[src/rtl/cpu_run_ctrl.sv]
// Run controller for a test CPU: holds it in reset, lets it run until a halt
// condition or the cycle budget is hit, then freezes it and reports the outcome.
module cpu_run_ctrl #(
  parameter int         RESET_CYCLES = 4,
  parameter int         MAX_CYCLES   = 115,
  parameter int         CNT_W        = 16,
  parameter logic [4:0] HALT_REG     = 5'd31,
  parameter int         HALT_MODE    = 0,
  parameter int         LOOP_LIMIT   = 3
) (
  input  logic             clk,
  input  logic             reset,
  input  logic             start,
  input  logic             grf_we,
  input  logic [4:0]       grf_addr,
  input  logic [31:0]      grf_wdata,
  input  logic [31:0]      pc,
  output logic             cpu_reset,
  output logic             running,
  output logic             done,
  output logic             timeout,
  output logic [CNT_W-1:0] cycle_count,
  output logic [CNT_W-1:0] wr_count,
  output logic [31:0]      halt_value
);

  localparam logic [1:0] S_IDLE = 2'd0;
  localparam logic [1:0] S_RST  = 2'd1;
  localparam logic [1:0] S_RUN  = 2'd2;
  localparam logic [1:0] S_DONE = 2'd3;

  localparam logic       REG_HALT_EN   = (HALT_MODE == 0) || (HALT_MODE == 2);
  localparam logic       STALL_HALT_EN = (HALT_MODE == 1) || (HALT_MODE == 2);
  localparam logic [1:0] START_TARGET  = (RESET_CYCLES == 0) ? S_RUN : S_RST;

  logic [1:0]       state_q, state_d;
  logic [31:0]      rst_cnt_q, rst_cnt_d;
  logic [31:0]      stall_cnt_q, stall_cnt_d;
  logic [31:0]      prev_pc_q;
  logic             prev_valid_q;
  logic [CNT_W-1:0] cycle_q, cycle_d;
  logic [CNT_W-1:0] wr_q, wr_d;
  logic [31:0]      halt_value_q, halt_value_d;
  logic             timeout_q, timeout_d;
  logic             cpu_reset_q, running_q, done_q;

  logic             pc_same;
  logic [31:0]      stall_next;
  logic             reg_halt;
  logic             stall_halt;
  logic             budget_end;

  // prev_valid_q masks the first RUN cycle, which has no previous pc to compare.
  assign pc_same    = prev_valid_q && (pc == prev_pc_q);
  assign stall_next = !pc_same ? 32'd0 :
                      (stall_cnt_q == 32'hFFFF_FFFF) ? stall_cnt_q : stall_cnt_q + 32'd1;
  assign reg_halt   = REG_HALT_EN && grf_we && (grf_addr == HALT_REG);
  assign stall_halt = STALL_HALT_EN && pc_same && (stall_next >= 32'(LOOP_LIMIT));
  assign budget_end = (cycle_q == CNT_W'(MAX_CYCLES - 1));

  always_comb begin
    state_d      = state_q;
    rst_cnt_d    = rst_cnt_q;
    stall_cnt_d  = stall_cnt_q;
    cycle_d      = cycle_q;
    wr_d         = wr_q;
    halt_value_d = halt_value_q;
    timeout_d    = timeout_q;
    case (state_q)
      S_IDLE, S_DONE: begin
        if (start) begin
          state_d      = START_TARGET;
          rst_cnt_d    = 32'd0;
          stall_cnt_d  = 32'd0;
          cycle_d      = '0;
          wr_d         = '0;
          halt_value_d = 32'd0;
          timeout_d    = 1'b0;
        end else begin
          state_d = state_q;
        end
      end
      S_RST: begin
        if (rst_cnt_q == 32'(RESET_CYCLES - 1)) begin
          state_d = S_RUN;
        end else begin
          rst_cnt_d = rst_cnt_q + 32'd1;
        end
      end
      S_RUN: begin
        cycle_d     = cycle_q + CNT_W'(1);
        stall_cnt_d = stall_next;
        if (grf_we && (grf_addr != 5'd0) && (wr_q != '1)) begin
          wr_d = wr_q + CNT_W'(1);
        end else begin
          wr_d = wr_q;
        end
        // Priority: register halt, then stall halt, then budget exhaustion.
        if (reg_halt) begin
          state_d      = S_DONE;
          halt_value_d = grf_wdata;
          timeout_d    = 1'b0;
        end else if (stall_halt) begin
          state_d      = S_DONE;
          halt_value_d = pc;
          timeout_d    = 1'b0;
        end else if (budget_end) begin
          state_d   = S_DONE;
          timeout_d = 1'b1;
        end else begin
          state_d = S_RUN;
        end
      end
      default: begin
        state_d = S_IDLE;
      end
    endcase
  end

  always_ff @(posedge clk) begin
    if (reset) begin
      state_q      <= S_IDLE;
      rst_cnt_q    <= 32'd0;
      stall_cnt_q  <= 32'd0;
      prev_pc_q    <= 32'd0;
      prev_valid_q <= 1'b0;
      cycle_q      <= '0;
      wr_q         <= '0;
      halt_value_q <= 32'd0;
      timeout_q    <= 1'b0;
      cpu_reset_q  <= 1'b1;
      running_q    <= 1'b0;
      done_q       <= 1'b0;
    end else begin
      state_q      <= state_d;
      rst_cnt_q    <= rst_cnt_d;
      stall_cnt_q  <= stall_cnt_d;
      prev_pc_q    <= pc;
      prev_valid_q <= (state_q == S_RUN);
      cycle_q      <= cycle_d;
      wr_q         <= wr_d;
      halt_value_q <= halt_value_d;
      timeout_q    <= timeout_d;
      cpu_reset_q  <= (state_d != S_RUN);
      running_q    <= (state_d == S_RUN);
      done_q       <= (state_d == S_DONE);
    end
  end

  assign cpu_reset   = cpu_reset_q;
  assign running     = running_q;
  assign done        = done_q;
  assign timeout     = timeout_q;
  assign cycle_count = cycle_q;
  assign wr_count    = wr_q;
  assign halt_value  = halt_value_q;

endmodule

[config.mk]
export PLATFORM = sky130hd
export DESIGN_NAME = cpu_run_ctrl
export DESIGN_NICKNAME = d
export VERILOG_FILES = /design/src/rtl/cpu_run_ctrl.sv
export SDC_FILE = /design/constraint.sdc
export NUM_CORES = 1
export LEC_CHECK = 0
export ABC_CLOCK_PERIOD_IN_PS = 1980
export CAP_MARGIN = 25
export CELL_PAD_IN_SITES_DETAIL_PLACEMENT = 0
export CELL_PAD_IN_SITES_GLOBAL_PLACEMENT = 1
export CORE_ASPECT_RATIO = 1.2
export CORE_MARGIN = 2
export CORE_UTILIZATION = 32
export CTS_BUF_LIST = sky130_fd_sc_hd__clkbuf_8
export CTS_CLUSTER_DIAMETER = 120
export DETAILED_ROUTE_END_ITERATION = 6
export PLACE_DENSITY = 0.9
export SLEW_MARGIN = 10
export SYNTH_ARGS = -nofsm -noshare
export SYNTH_HDL_FRONTEND = slang
export SYNTH_SLANG_ARGS = --single-unit
export TNS_END_PERCENT = 10
[constraint.sdc]
create_clock -name clk -period 1.98 [get_ports clk]
set_input_delay 0.198 -clock clk [delete_from_list [all_inputs] [get_ports clk]]
set_output_delay 0.198 -clock clk [all_outputs]
set_load 0.05 [all_outputs]
# ---- Word-level counts from Yosys, hierarchy flattened
# Index checks and enable logic that the tools add are counted.
dict set report totals {
  ff_bits 102
  inputBits 73
  out_inout_bits 68
  word_cells 58
}
dict set report classes {
  addsub 3
  n_eq_ne 15
  n_mux 18
  n_reduce_logical 13
}
# operator count
set ops {}
lappend ops {{32-bit one-hot mux with 2 select lines} 2}
lappend ops {{32-bit two-way mux} 3}
lappend ops {{16-bit one-hot mux with 2 select lines} 2}
lappend ops {{16-bit by 1-bit adder with 16-bit output, second input constant} 2}
lappend ops {{32-bit by 1-bit adder with 32-bit output, second input constant} 1}
lappend ops {{32-bit by 2-bit == test with 1-bit output, second input constant} 1}
lappend ops {{16-bit two-way mux} 2}
lappend ops {{16-bit by 7-bit == test with 1-bit output, second input constant} 1}
lappend ops {{16-bit != test, second input constant} 1}
lappend ops {{3-bit AND reduction} 4}
lappend ops {{2-bit != test, second input constant} 5}
lappend ops {{2-bit == test, second input constant} 4}
lappend ops {{2-bit one-hot mux with 3 select lines} 1}
lappend ops {{5-bit == test, second input constant} 1}
lappend ops {{1-bit two-way mux} 5}
lappend ops {{5-bit nonzero test} 1}
lappend ops {{2-bit two-way mux} 2}
lappend ops {{2-bit nonzero test} 2}
lappend ops {{1-bit logical AND} 3}
lappend ops {{3-bit != test, second input constant} 1}
lappend ops {{2-bit by 1-bit == test with 1-bit output, second input constant} 1}
lappend ops {{2-bit zero test} 1}
lappend ops {{1-bit one-hot mux with 2 select lines} 1}
lappend ops {{2-bit AND reduction} 1}
lappend ops {{2-bit OR reduction} 1}

# ---- Depth between registers and ports, before layout
# Gate-level depths: netlist of the first run.
dict set report depth {
  depth_word 5
  ltp_mapped 9
  mapped_depth_nobuf 7
}

# ---- Least setup slack after synthesis of the first run
# OpenSTA, ideal clock, no wires.
dict set report synth_timing {
  kind {reg2reg}
  from {register wr_q[0] (netlist: wr_count[0])}
  to {register wr_q[11] (netlist: wr_count[11])}
  setup_ns 0.119
  arrival_ns 2.045
  required_time_ns 1.861
  slack_ns -0.184
  path_stages_with_launch 8
  n_path_buf 1
  period_less_slack_ns 2.164
  cell_sequence {dfxtp_1 ha_1 nand4_1 or4_4 a21oi_4 buf_4 nor4_1 o21bai_1}
}
dict set report synth_between {
  elab_chain_cells 4
  word_cells_on_any_way 7
  cone_classes {add/sub: 1; eq/ne: 2; mux: 2; reduce/logical: 2}
}
# item line_no
set synth_rtl {}
lappend synth_rtl {{start: declaration} 42} ;# logic [CNT_W-1:0] wr_q, wr_d;
lappend synth_rtl {{start signal: assignment} 141} ;# wr_q <= wr_d;
lappend synth_rtl {{branches (longest 4 deep; another with 16-bit by 1-bit adder with 16-bit output)} n/a}
# Several ways; the timed one is not identified. The select of a mux whose other input is x is not followed.
# A chain may end at the register's enable or synchronous reset.

# ---- Final worst setup path of the first run
dict set report layout_timing {
  from {register state_q[0]}
  to {register rst_cnt_q[19]}
}
dict set report layout_between {
  elab_chain_cells 4
  word_cells_on_any_way 9
  cone_classes {eq/ne: 4; mux: 1; reduce/logical: 4}
}
# item line_no
set layout_rtl {}
lappend layout_rtl {{start: declaration} 36} ;# logic [1:0] state_q, state_d;
lappend layout_rtl {{start signal: assignment} 135} ;# state_q <= state_d;
lappend layout_rtl {{2-bit == test or 2-bit zero test (tied branches)} n/a}
lappend layout_rtl {{2-bit OR reduction} 69} ;# case (state_q)
lappend layout_rtl {{2-bit != test (no source line) or 2-bit nonzero test (tied branches)} n/a}
lappend layout_rtl {{3-bit AND reduction (no source line)} n/a}
lappend layout_rtl {{end signal: assignment} 136} ;# rst_cnt_q <= rst_cnt_d;
lappend layout_rtl {{end: declaration} 37} ;# logic [31:0] rst_cnt_q, rst_cnt_d;
# Several ways; a longest one is shown, not always the timed one.

==> results.md, run 1 <==
* Final core utilization at 45.6%
* Number of flops mapped to enable cells by yosys at 0
* Row count at 48
* Initial antenna violation count at 0
* Core Box Area at 14300 um2
* Pin count of the biggest net entering global routing at 36
* Crit path launch type: flop
* Vias in the first global route at 4470
* Starting density of the core at 32.4%
* Post-cts hold buffer count at 0
* IR drop worst, VDD at 432 uV
* Highest Clock Rate at 0.518 GHz
* Cell variety after synth at 53
* Antenna diodes at 0
* Vias/cell at 5.19
* Fraction of the mapped netlist area in adder cells at 1.62%
* Crit path time final at 1.93 ns
* Crit end category: flop
* Synth Net Count at 646
* Crit path arrival time at 2.25 ns
* Total clock buffers created by CTS at 9
* CTS H-tree lvls at 3
* Clock Latency Late Sink at 0.38 ns
* Post-synthesis xor/xnor area fraction at 6.61%
* Skew final at 0.0102 ns
* Pleak at 2.10 nW
* CTS Sinks at 102
* Hold Path Cell Cnt at 3
* Origin of the worst setup path: state_q[0]
* Die area at 15500 um2
* Compound-Gate Fraction of Synth Area at 12.2%
* Hpwl dp at 9490 um
* Register-to-Register Path Depth at 7
* IO Count at 141
* Share of layout cells above drive strength 1 at 15.0%
* Bufs on Longest Clock Path at 2
* Hold Slack at 0.381 ns
* CP required at 2.30 ns
* HP Class: primary input to flop
* Pwr Total at 5.21 mW
* Worst min-delay path startpoint: grf_wdata[29]
* Asr flop ratio synth at 0%
* Reg2Reg Launch Point: state_q[0]
* Simple-Gate Fraction of Synth Area at 30.6%
* Layout filler cell count at 1387
* Largest family of logic cells by synthesized area: simple AND/OR/NAND/NOR gates
* Worst-path fanout max at 4
* Grt ovf at 0
* Drt first pass iters at 4
* R2R setup slack at 0.05 ns
* Die Width at 114 um
* Critical path class: flop to flop
* Gr usage total at 16.8%
* Port buffer count at 108
* CTS tree: yes
* DIE HEIGHT at 136 um
* Most frequent cells in the layout: clkdlybuf4s50_1 (108), dfxtp_1 (93), a21oi_1 (58)
* Syn Area/Cell at 8.17 um2
* Commonest non-fill, non-tap cell in the layout: clkdlybuf4s50_1
* RSZ-0062 raised after global routing: true
* Final setup fails at 0
* Via count at 4606
* First-pass GRT wire length at 21200 um
* Final worst path period share at 97.5%
* Nets at 787
* Hold Vio Cnt, Final at 0
* Post-DRT Antenna Nets at 0
* Seq cells post-synth at 102
* Clock root buffer: clkbuf_8
* Netlist Area Pre-Place at 4630 um2
* Post-synthesis mux area share at 0.783%
* Wirelength, routed at 13100 um
* 1st-iter DRT viols at 163
* Max Slew Vio Count at 0
* Synthesized netlist cell count at 567
* Slew HR at 63.8%
* Cell area power density at 799 nW/um2
* Top FF cell, synth: dfxtp_1
* Clock slew at reported path FFs at 0.11 ns
* Placer Congestion at 0.800
* Warnings from Yosys at 0
* Max-cap violations at 0
* Layout area overhead at 40.7%
* WL per Instance at 14.8 um
* Worst reg2reg endpoint: rst_cnt_q[19]
* Worst Hold End: halt_value[29]
* Slew @ Worst Pin at 0.541 ns
* Outcome: completed
* DRC at 0
* Post-synthesis sequential area ratio at 44.1%
-- metal layers --
layer / global-route usage, % / share of wire (%)
met1: 19.1 / 40
met2: 29.8 / 51
met3: 5.80 / 7.8
met4: 4.88 / 1.4
met5: 0 / 0
-- where the power goes --
group	internal [mW]	switching [mW]
clock network	0.475	0.794
registers	2.16	0.0547
logic	0.688	1.04
total	3.32	1.89
-- cell usage after synthesis (2+ instances only) --
master | instances | area share (%)
dfxtp_1 | 102 | 44
a21oi_1 | 59 | 6.4
nand2_1 | 56 | 4.5
nand3_1 | 56 | 6.0
nor2_1 | 54 | 4.4
xnor2_1 | 29 | 5.5
clkbuf_1 | 23 | 1.9
o21ai_0 | 22 | 2.4
nor4_1 | 21 | 2.8
nand4_1 | 18 | 2.4
or3_1 | 18 | 2.4
nor3_1 | 15 | 1.6
inv_1 | 13 | 1.1
and2_1 | 6 | 0.81
ha_1 | 6 | 1.6
xor2_1 | 6 | 1.1
and3_1 | 5 | 0.67
or2_2 | 5 | 0.67
or4_1 | 5 | 0.81
buf_2 | 4 | 0.43
and4_1 | 3 | 0.57
buf_4 | 3 | 0.49
a211oi_1 | 2 | 0.32
nand3_2 | 2 | 0.43
nor2b_1 | 2 | 0.27
nor4b_1 | 2 | 0.38
o21bai_1 | 2 | 0.32
o22ai_1 | 2 | 0.27
o31ai_1 | 2 | 0.32
-- worst max path at each step --
stage,endpoint,slack (ns),cells past startpoint
floorplan,wr_count[11],-0.12,6
global placement,wr_count[11],-0.14,7
detailed placement,wr_count[12],-0.14,7
CTS,cycle_count[6],0.0006,8
global route,cycle_count[11],-0.02,1
finish,rst_cnt_q[19],0.05,7
-- logic make-up after synthesis --
| group | Yosys count |
|---|---|
| and+or+nand+nor | 277 |
| adders and majority gates | 6 |
| buffers and inverters | 44 |
| muxes | 3 |
| AOI/OAI and AO/OA | 100 |
| DFF | 102 |
| xor gates and xnor gates | 35 |
-- state kept, by name, summed over array words and instances (netlist names) --
| register | cells |
|---|---|
| done | 1 |
| cpu_reset | 1 |
| wr_count | 16 |
| halt_value | 32 |
| state_q | 2 |
| rst_cnt_q | 32 |
| cycle_count | 16 |
| running | 1 |
| timeout | 1 |
-- worst max-delay path, stage by stage (launching register included) --
cell     delay, ns
dfxtp_2       0.35
inv_2         0.05
ha_4          0.25
mux2_4        0.23
nand3_2       0.07
or2_4         0.27
or4_1         0.49
a21oi_2       0.16
-- what timing repair did --
action | 4_1_cts | 5_1_grt
gates resized for setup | 4 | 15
setup buffers | 1 | 0
pin swaps | 2 | 4
hold endpoints to repair | 0 | 0
endpoints found under the setup margin | 31 | 27
-- per-stage QoR --
step / setup TNS [ns] / std cells / setup WS [ns] / instance area (um2)
final: 0 / 888 / 0.0500 / 6520
after global routing: -0.0388 / 888 / -0.0155 / 6520
after CTS: 0 / 888 / 0.000605 / 6460
after detailed placement: -1.92 / 871 / -0.139 / 6240
after global placement: -1.12 / 871 / -0.137 / 6240
after floorplan: -0.972 / 567 / -0.123 / 4640
-- final cells by class --
class	instances	area, um2	share of cell area [%]
Multi-Input combinational cell	421	2490	38.1
Sequential cell	102	2050	31.5
Timing Repair Buffer	161	1530	23.5
Tap cell	175	219	3.36
Clock buffer	9	124	1.90
Clock inverter	7	57.6	0.883
Inverter	13	48.8	0.748
No activity file was read; power rests on OpenSTA's default activity.
==> run 2: changes to the inputs <==
--- a/config.mk
+++ b/config.mk
@@ -6,7 +6,7 @@
 export NUM_CORES = 1
 export LEC_CHECK = 0
 export ABC_CLOCK_PERIOD_IN_PS = 1980
-export CAP_MARGIN = 25
+export CAP_MARGIN = 0
 export CELL_PAD_IN_SITES_DETAIL_PLACEMENT = 0
 export CELL_PAD_IN_SITES_GLOBAL_PLACEMENT = 1
 export CORE_ASPECT_RATIO = 1.2
@@ -16,7 +16,7 @@
 export CTS_CLUSTER_DIAMETER = 120
 export DETAILED_ROUTE_END_ITERATION = 6
 export PLACE_DENSITY = 0.9
-export SLEW_MARGIN = 10
+export SLEW_MARGIN = 20
 export SYNTH_ARGS = -nofsm -noshare
 export SYNTH_HDL_FRONTEND = slang
 export SYNTH_SLANG_ARGS = --single-unit
==> results of run 2 <==
The final DEF is identical to that of run 1; final timing and power are the same.
==> run 3: changes to the inputs <==
--- a/config.mk
+++ b/config.mk
@@ -5,17 +5,16 @@
 export SDC_FILE = /design/constraint.sdc
 export NUM_CORES = 1
 export LEC_CHECK = 0
-export ABC_CLOCK_PERIOD_IN_PS = 1980
-export CAP_MARGIN = 0
+export ABC_CLOCK_PERIOD_IN_PS = 2500
 export CELL_PAD_IN_SITES_DETAIL_PLACEMENT = 0
 export CELL_PAD_IN_SITES_GLOBAL_PLACEMENT = 1
 export CORE_ASPECT_RATIO = 1.2
 export CORE_MARGIN = 2
-export CORE_UTILIZATION = 32
+export CORE_UTILIZATION = 38
 export CTS_BUF_LIST = sky130_fd_sc_hd__clkbuf_8
 export CTS_CLUSTER_DIAMETER = 120
 export DETAILED_ROUTE_END_ITERATION = 6
-export PLACE_DENSITY = 0.9
+export PLACE_DENSITY = 0.95
 export SLEW_MARGIN = 20
 export SYNTH_ARGS = -nofsm -noshare
 export SYNTH_HDL_FRONTEND = slang
==> constraint.sdc (replaced) <==
create_clock -name clk -period 2.5 [get_ports clk]
set_input_delay 0.25 -clock clk [delete_from_list [all_inputs] [get_ports clk]]
set_output_delay 0.25 -clock clk [all_outputs]
set_load 0.05 [all_outputs]
==> run 3 against run 2 <==
Against the previous run: critical path depth increased by 1; clock skew fell by 0.0020 ns; critical path type unchanged; largest power group unchanged; combinational power fell by 32%; utilization rose by 5.2 points; global-route usage is 1.6 points higher; fmax decreased by 15%; sequential power is 21% lower; clock-buffer cell count increased by 1; hold slack gained 0.074 ns; setup slack improved by 0.17 ns.
==> results.md, run 3 (synthesis results as in run 1) <==
* CTS H-tree lvls at 3 (unchanged)
* Cell area power density at 641 nW/um2 (was 799 nW/um2)
* Max Slew Vio Count at 0 (unchanged)
* Die area at 13100 um2 (was 15500 um2)
* Post-DRT Antenna Nets at 0 (unchanged)
* Hold Slack at 0.455 ns (was 0.381 ns)
* Pleak at 1.91 nW (was 2.10 nW)
* Commonest non-fill, non-tap cell in the layout: clkdlybuf4s50_1 (unchanged)
* WL per Instance at 14.5 um (was 14.8 um)
* Grt ovf at 0 (unchanged)
* Layout filler cell count at 1163 (was 1387)
* Via count at 4484 (was 4606)
* Crit end category: flop (unchanged)
* Post-cts hold buffer count at 0 (unchanged)
* Hold Vio Cnt, Final at 0 (unchanged)
* Hpwl dp at 8810 um (was 9490 um)
* Antenna diodes at 0 (unchanged)
* Die Width at 105 um (was 114 um)
* Skew final at 0.00814 ns (was 0.0102 ns)
* Critical path class: flop to flop (unchanged)
* Port buffer count at 108 (unchanged)
* Most frequent cells in the layout: clkdlybuf4s50_1 (108), dfxtp_1 (102), a21oi_1 (59) (was clkdlybuf4s50_1 (108), dfxtp_1 (93), a21oi_1 (58))
* Worst-path fanout max at 8 (was 4)
* Setup Fix Bufs, Post-CTS at 0 (was 1)
* Core Box Area at 12000 um2 (was 14300 um2)
* Final setup fails at 0 (unchanged)
* Setup TNS at 0 ns (unchanged)
* Gr usage total at 18.4% (was 16.8%)
* Pin count of the biggest net entering global routing at 33 (was 36)
* DIE HEIGHT at 125 um (was 136 um)
* Clock slew at reported path FFs at 0.09 ns (was 0.11 ns)
* Slew @ Worst Pin at 0.737 ns (was 0.541 ns)
* IR drop worst, VDD at 331 uV (was 432 uV)
* Final core utilization at 50.8% (was 45.6%)
* Outcome: completed (unchanged)
* Final instance area at 6100 um2 (was 6520 um2)
* Wirelength, routed at 12100 um (was 13100 um)
* IO Count at 141 (unchanged)
* Crit path arrival time at 2.57 ns (was 2.25 ns)
* Final worst path period share at 91.2% (was 97.5%)
* CTS Sinks at 102 (unchanged)
* Vias in the first global route at 4388 (was 4470)
* Crit path launch type: flop (unchanged)
* 1st-iter DRT viols at 187 (was 163)
* Total clock buffers created by CTS at 9 (unchanged)
* Highest Clock Rate at 0.439 GHz (was 0.518 GHz)
* First-pass GRT wire length at 20200 um (was 21200 um)
* Clock root buffer: clkbuf_8 (unchanged)
* CP required at 2.79 ns (was 2.30 ns)
* Starting density of the core at 38.6% (was 32.4%)
* Row count at 44 (was 48)
* Slew HR at 50.7% (was 63.8%)
* Layout area overhead at 31.6% (was 40.7%)
* HP Class: flop to flop (was primary input to flop)
* Placer Congestion at 0.810 (was 0.800)
* DRC at 0 (unchanged)
* Share of layout cells above drive strength 1 at 6.67% (was 15.0%)
* Area post-placement at 5920 um2 (was 6240 um2)
* Initial antenna violation count at 0 (unchanged)
* Bufs on Longest Clock Path at 2 (unchanged)
* Clock Latency Late Sink at 0.36 ns (was 0.38 ns)
* Nets at 752 (was 787)
* R2R setup slack at 0.22 ns (was 0.05 ns)
* Drt first pass iters at 4 (unchanged)
* Vias/cell at 5.36 (was 5.19)
* Crit path time final at 2.28 ns (was 1.93 ns)
* RSZ-0062 raised after global routing: false (was true)
* CTS tree: yes (unchanged)
* Max-cap violations at 0 (unchanged)
* Quantity of gates resized following cts at 0 (was 4)
-- run 3: cell count changes in the layout (fill, tap and decap cells not counted), sizes merged --
cell,previous run,this run
buf,53,18
bufinv,0,1
clkbuf,9,10
clkinv,2,1
clkinvlp,2,0
inv,16,14
-- run 3: metrics by stage --
step	setup WS, ns	cells	power, mW
4_1_cts	0.219	836	3.94
2_1_floorplan	0.336	567	2.56
3_5_place_dp	0.249	823	2.95
5_1_grt	0.0758	836	4.09
3_3_place_gp	0.267	823	2.93
6_report	0.221	836	3.91
-- run 3: worst paths after layout --
kind,start,end,cells past startpoint
max,state_q[0],rst_cnt_q[19],8
min,halt_value[16],halt_value[16],2
max reg2reg,state_q[0],rst_cnt_q[19],8
min reg2reg,halt_value[16],halt_value[16],2
-- run 3: layer usage --
layer / GRT usage, % / share of wire (%) / vias up
li1: - / - / 2219
met4: 5.65 / 1.4 / 0
met2: 31.4 / 49 / 124
met5: 0 / 0 / -
met1: 21.2 / 42 / 2132
met3: 7.25 / 7.7 / 9
-- run 3: layout make-up --
| type | count | area [um2] | share of cell area (%) |
|---|---|---|---|
| repair buffers | 126 | 1230 | 20.1 |
| inverters | 13 | 48.8 | 0.800 |
| clock inverters | 3 | 38.8 | 0.636 |
| flip-flops and latches | 102 | 2040 | 33.5 |
| well taps | 161 | 201 | 3.30 |
| multi-input cells | 421 | 2400 | 39.4 |
| clock buffers | 10 | 138 | 2.26 |
-- run 3: report_power, final --
part / internal (mW) / switching (mW)
combinational: 0.395 / 0.772
sequential: 1.70 / 0.0476
clock: 0.469 / 0.522
-- run 3: worst max-delay path: stages, from the launching register on --
cell	delay (ns)
dfxtp_1	0.38
inv_1	0.07
ha_1	0.33
buf_4	0.17
mux2_4	0.27
nand3_2	0.08
or2_1	0.27
or4_1	0.48
a21oi_1	0.16
